===== src/rtl/spi_slave_byte.sv =====
// SPI mode-0 slave front end: pad synchronisers, MOSI deserialiser, MISO serialiser, frame pulses.
// Optional SPI_FRAME_ERR_EN adds frame_err, which flags a frame that ended on a partial word.
module spi_slave_byte #(
    parameter int SYNC_STAGES = 2,
    parameter int WORD_W      = 8
) (
    input  logic              clk,
    input  logic              rst,
    input  logic              spi_sck,
    input  logic              spi_ss,
    input  logic              spi_mosi,
    output logic              spi_miso,
    input  logic [WORD_W-1:0] tx_data,
    output logic              done,
    output logic [WORD_W-1:0] dout,
    output logic              frame_start,
`ifdef SPI_FRAME_ERR_EN
    output logic              frame_err,
`endif
    output logic              frame_end
);
    localparam int CNT_W = $clog2(WORD_W);
    localparam logic [CNT_W-1:0] LAST_BIT = CNT_W'(WORD_W - 1);

    logic [SYNC_STAGES-1:0] sck_chain;
    logic [SYNC_STAGES-1:0] ss_chain;
    logic [SYNC_STAGES-1:0] mosi_chain;
    logic                   sck_hist;
    logic                   ss_hist;
    logic                   sck_sync;
    logic                   ss_sync;
    logic                   mosi_sync;
    logic                   sck_rise;
    logic                   sck_fall;
    logic                   ss_fall;
    logic                   ss_rise;
    logic                   active;
    logic                   word_last;
    logic [CNT_W-1:0]       bit_cnt;
    logic [WORD_W-2:0]      rx_shift;
    logic [WORD_W-1:0]      rx_next;
    logic [WORD_W-1:0]      tx_shift;

    assign sck_sync  = sck_chain[SYNC_STAGES-1];
    assign ss_sync   = ss_chain[SYNC_STAGES-1];
    assign mosi_sync = mosi_chain[SYNC_STAGES-1];

    assign sck_rise = sck_sync & ~sck_hist;
    assign sck_fall = ~sck_sync & sck_hist;
    assign ss_fall  = ~ss_sync & ss_hist;
    assign ss_rise  = ss_sync & ~ss_hist;

    // Gate on the previous SS sample so a last SCK edge that lands together with SS rising
    // still completes its word.
    assign active    = ~ss_hist;
    assign word_last = active & sck_rise & (bit_cnt == LAST_BIT);
    assign rx_next   = {rx_shift, mosi_sync};

    always_ff @(posedge clk) begin
        if (rst) begin
            sck_chain   <= '0;
            ss_chain    <= '1;
            mosi_chain  <= '0;
            sck_hist    <= 1'b0;
            ss_hist     <= 1'b1;
            bit_cnt     <= '0;
            rx_shift    <= '0;
            tx_shift    <= '0;
            spi_miso    <= 1'b0;
            done        <= 1'b0;
            dout        <= '0;
            frame_start <= 1'b0;
            frame_end   <= 1'b0;
`ifdef SPI_FRAME_ERR_EN
            frame_err   <= 1'b0;
`endif
        end else begin
            sck_chain   <= {sck_chain[SYNC_STAGES-2:0], spi_sck};
            ss_chain    <= {ss_chain[SYNC_STAGES-2:0], spi_ss};
            mosi_chain  <= {mosi_chain[SYNC_STAGES-2:0], spi_mosi};
            sck_hist    <= sck_sync;
            ss_hist     <= ss_sync;
            done        <= 1'b0;
            frame_start <= 1'b0;
            frame_end   <= 1'b0;
`ifdef SPI_FRAME_ERR_EN
            frame_err   <= 1'b0;
`endif
            spi_miso    <= ss_sync ? 1'b0 : tx_shift[WORD_W-1];

            if (active && sck_rise) begin
                rx_shift <= rx_next[WORD_W-2:0];
                bit_cnt  <= word_last ? '0 : bit_cnt + 1'b1;
                if (word_last) begin
                    done <= 1'b1;
                    dout <= rx_next;
                end
            end

            // bit_cnt==0 on a falling edge means a word boundary: fetch the next tx byte.
            if (active && sck_fall) begin
                if (bit_cnt == '0)
                    tx_shift <= tx_data;
                else
                    tx_shift <= {tx_shift[WORD_W-2:0], 1'b0};
            end

            if (ss_fall) begin
                frame_start <= 1'b1;
                tx_shift    <= tx_data;
                bit_cnt     <= '0;
            end

            if (ss_rise) begin
                frame_end <= 1'b1;
                bit_cnt   <= '0;
                tx_shift  <= '0;
`ifdef SPI_FRAME_ERR_EN
                frame_err <= (bit_cnt != '0) && !word_last;
`endif
            end
        end
    end
endmodule

===== config.mk =====
export PLATFORM = sky130hd
export DESIGN_NAME = spi_slave_byte
export DESIGN_NICKNAME = d
export VERILOG_FILES = /design/src/rtl/spi_slave_byte.sv
export SDC_FILE = /design/constraint.sdc
export NUM_CORES = 1
export LEC_CHECK = 0
export CAP_MARGIN = 20
export CORE_MARGIN = 2
export CORE_UTILIZATION = 54
export CTS_BUF_LIST = sky130_fd_sc_hd__clkbuf_4
export DETAILED_ROUTE_END_ITERATION = 10
export GPL_ROUTABILITY_DRIVEN = 0
export HOLD_SLACK_MARGIN = 0.05
export PLACE_DENSITY = 0.81
export SLEW_MARGIN = 5
export SYNTH_ARGS = -nofsm -noshare
export SYNTH_HDL_FRONTEND = slang
export SYNTH_SLANG_ARGS = --single-unit
export TNS_END_PERCENT = 50

===== constraint.sdc =====
create_clock -name clk -period 1.8 [get_ports clk]
set_clock_uncertainty 0.05 [all_clocks]
set_input_delay 0.36 -clock clk [delete_from_list [all_inputs] [get_ports clk]]
set_output_delay 0.36 -clock clk [all_outputs]
set_load 0.01 [all_outputs]

## Yosys cells after proc, flatten, opt, wreduce, memory -nomap -nowiden

Index checks and enable logic that the tools add are counted.

- Register bits: 38

- Add/sub/neg operators: 1
- Equality and inequality tests: 1
- Muxes and demuxes: 7
- Bitwise gates (word level): 11
- Reduce and logical (&&, ||, !) cells: 9

Operators by type and width:

| operator | count |
|---|---|
| 2-to-1 mux 8 bit | 3 |
| AND 1 bit | 6 |
| OR reduction 2 bit | 3 |
| inverter 1 bit | 5 |
| adder 3 x 1 -> 3 bit, second input constant | 1 |
| == test 3 bit, second input constant | 1 |
| zero test 3 bit | 1 |
| 2-to-1 mux 1 bit | 3 |
| 2-to-1 mux 3 bit | 1 |
| OR reduction 3 bit | 1 |
| logical AND 1 bit | 2 |
| AND reduction 2 bit | 1 |
| nonzero test 2 bit | 1 |

## Longest topological paths before layout

- Word-level depth: 5
- Gate-level depth with buffers: 6

## Worst setup path before layout

No wires, ideal clock.

- Kind: register to register
- Start: register bit_cnt[0]
- End: register tx_shift[7]
- Arrival: 1224 ps
- Path slack: 387 ps
- Stages on the path, launching flop included: 7
- Path buffers: 0
- Period minus slack after synthesis: 1413 ps
- Path through: dfxtp_1 inv_1 ha_1 nor2b_1 nor2_4 mux2i_1 a211oi_2

- Longest elaborated chain between the ends: 4

Ends and longest elaborated chain:

| element | RTL line | RTL |
|---|---|---|
| start, declared | 39 | `logic [CNT_W-1:0] bit_cnt;` |
| start signal, assigned | 93 | `bit_cnt <= word_last ? '0 : bit_cnt + 1'b1;` |
| zero test 3 bit | 102 | `if (bit_cnt == '0)` |
| 2-to-1 mux 8 bit | 102 |  |
| 2-to-1 mux 8 bit | 101 | `if (active && sck_fall) begin` |
| 2-to-1 mux 8 bit | 108 | `if (ss_fall) begin` |
| end signal, assigned | 103 | `tx_shift <= tx_data;` |
| end signal, assigned | 105 | `tx_shift <= {tx_shift[WORD_W-2:0], 1'b0};` |
| end signal, assigned | 110 | `tx_shift <= tx_data;` |
| end, declared | 42 | `logic [WORD_W-1:0] tx_shift;` |

No other way between the ends. The select of a mux whose other input is x is not followed.
A chain may end at the register's enable or synchronous reset.

## Worst setup path in the final report

- Start: register dout[6]
- End: output port dout[6]

RTL lines:

| element | RTL line | RTL |
|---|---|---|
| start, declared | 15 | `output logic [WORD_W-1:0] dout,` |
| start signal, assigned | 96 | `dout <= rx_next;` |

No word-level cell between the ends.

==> impl_metrics.toml <==
[critical_path]
slowest_stage = "clkdlybuf4s50_1"
endpoint_kind = "output port"
crit_chain = "clkdlybuf4s50_1"
path_class = "reg -> out"
critPathLaunchType = "register"
crit_path_max_fanout = 2
arrival_ns = 1.20
required_ns = 1.39
cp_top_family = "buffers and inverters"
cpPeakStageDelay_ns = 0.53
cp_num_buf_inv = 1

[clock_tree]
cts_tree = "yes"
cts-htree-levels = 2
root_buffer = "clkbuf_4"
cts_num_sinks = 38
clk_latency_ns = 0.33
cts_buffer_depth = 2
numCtsBuffers = 5
cts_resized = 0
postCtsSetupBuffers = 0
cts_hold_buf = 0
clk_pin_slew_ns = 0.10

[route]
drtIter0Drc = 23
dr.pass1.iters = 4
viasPerCell = 5.01
drc = 0
routed.top_layer = "met4"
ant_nets = 0
wl_met3_um = 100
via_count = 1038
wl_met1_um = 1090
routed_wirelength_um = 2320
routed-wl-met2_um = 1110
wire_per_inst_um = 11.2

[synthesis]
synthDistinctLibCells = 24
synth_area_um2 = 1480
avgSynthCellArea_um2 = 9.98
yosysWarnings = 0
synth_nets = 164
synth_top_area_share = 0.515
ys_ff_latch = 38
ys_seq_area_frac = 0.515
syn_inst = 148
synth_top_cell_by_area = "dfxtp_1"
synth_area_leaders = "dfxtp_1 51%, mux2i_1 11%, a211oi_2 5.9%"

[grt]
grt_pass1_vias = 947
grt_pass1_wl_um = 4170
grt_overflow = 0
grt_antenna_before_repair = 0
track_usage = 0.168
grt_max_degree = 19

[timing]
setup_violations = 0
max_slew_margin = 0.701
setup_tns_ns = 0
hold_ws_ns = 0.374
min_period_ns = 1.61
finalCritPeriodShare = 0.896
rsz0062_at_grt = "no"
fmaxAchievable_ghz = 0.620
drv_slew = 0
finalHoldViolations = 0
tightest_slew_ns = 0.448

[floorplan]
rows = 18
start_util = 0.581
die_h_um = 56.3
design.portCount = 25
die_w_um = 56.3
die-area_um2 = 3170
core_area_um2 = 2540

[finish]
drive_gt1_frac = 0.141
fin_cells = 207
final_common_cell = "dfxtp_1"
fin_nets = 192
n_antenna_cell = 0
final_cell_mix = "38 x dfxtp_1, 24 x clkdlybuf4s50_1, 23 x nor2_1, 19 x nand2_1, 16 x mux2i_1"
syn_to_final_growth_pct = 21.3
fin_util = 0.704

[place]
io_buffer_count = 24
placed_cells = 199
hpwl_um = 1730

[power]
p_leak_nw = 0.646
ir_drop_mv = 0.642
combPwrFrac = 0.068
power.density_nw_per_um2 = 768
p_total_w = 0.00138
swShare = 0.221
p_seq_frac = 0.630
internal_power_w = 0.00107
clkPwrFrac = 0.302
switching_power_w = 0.000304

[status]
status = "finished, final reports clean"

[job]
drv_cap = 0

[hold_path]
hold_class = "reg -> reg"
[Yosys cell counts]
library cell and number:
clkbuf_1 4, or2_2 3, nand2b_1 1, and2_1 1, a21o_1 1, a31o_4 1
nor3b_2 1, inv_1 7, nor2_1 23, nand2_1 19, a211oi_2 7, buf_2 1
a21oi_1 9, nor2b_4 1, o21ai_0 1, a311o_1 1, buf_12 1, xnor2_1 1
buf_4 1, mux2i_1 16, nor2_4 1, dfxtp_1 38, nor2b_1 6, ha_1 3
[layout make-up]
class / count / area (um^2)
flip-flops and latches: 38 / 761
fillers: 210 / 753
multi-input cells: 96 / 643
repair buffers: 28 / 270
clock buffers: 6 / 45.0
well taps: 30 / 37.5
inverters: 7 / 26.3
clock inverters: 2 / 8.76
[per-stage QoR]
step / setup WS, ns / cell area (um^2)
5_1_grt: 0.107 / 1790
4_1_cts: 0.161 / 1790
2_1_floorplan: 0.387 / 1480
3_3_place_gp: 0.265 / 1740
3_5_place_dp: 0.193 / 1740
6_report: 0.186 / 1790
[power groups by stage]
| stage | clock network [W] | registers, W | logic (W) |
|---|---|---|---|
| global route | 0.000473 | 0.000870 | 0.000104 |
| detailed placement | 0 | 0.000887 | 0.0000943 |
| CTS | 0.000432 | 0.000867 | 0.0000947 |
| finish | 0.000415 | 0.000867 | 0.0000934 |
| global placement | 0 | 0.000886 | 0.0000912 |
| floorplan | 0 | 0.000885 | 0.0000599 |
[metal layers]
layer	track usage	vias up
li1	-	538
met1	0.210	477
met2	0.267	20
met3	0.0530	3
met4	0.0714	0
met5	0	-
[cell families (layout without fill, tap and decap cells)]
| group | after synthesis | in the layout | synth area share |
|---|---|---|---|
| fa+ha+maj | 3 | 3 | 0.0254 |
| buf+inv | 14 | 43 | 0.0500 |
| mux | 16 | 16 | 0.108 |
| xor+xnor | 1 | 1 | 0.00593 |
| simple gates | 56 | 56 | 0.179 |
| flops | 38 | 38 | 0.515 |
| compound gates | 20 | 20 | 0.117 |
[final timing paths]
path                                   from           to  slack, ns  depth (start not counted)
worst min-delay path            ss_chain[0]  ss_chain[1]       0.37                          1
worst min register to register  ss_chain[0]  ss_chain[1]       0.37                          1
worst max-delay path                dout[6]      dout[6]       0.19                          1
worst max register to register   bit_cnt[0]  tx_shift[2]       0.23                          6
[state kept, by name, summed over array words and instances (netlist names)]
| name | flops |
|---|---|
| ss_chain | 2 |
| frame_start | 1 |
| spi_miso | 1 |
| sck_hist | 1 |
| dout | 8 |
| ss_hist | 1 |
| rx_shift | 7 |
| mosi_chain | 2 |
| sck_chain | 2 |
| frame_end | 1 |
| done | 1 |
| bit_cnt | 3 |
| tx_shift | 8 |
Note: power is estimated with default switching activity, not from simulation.
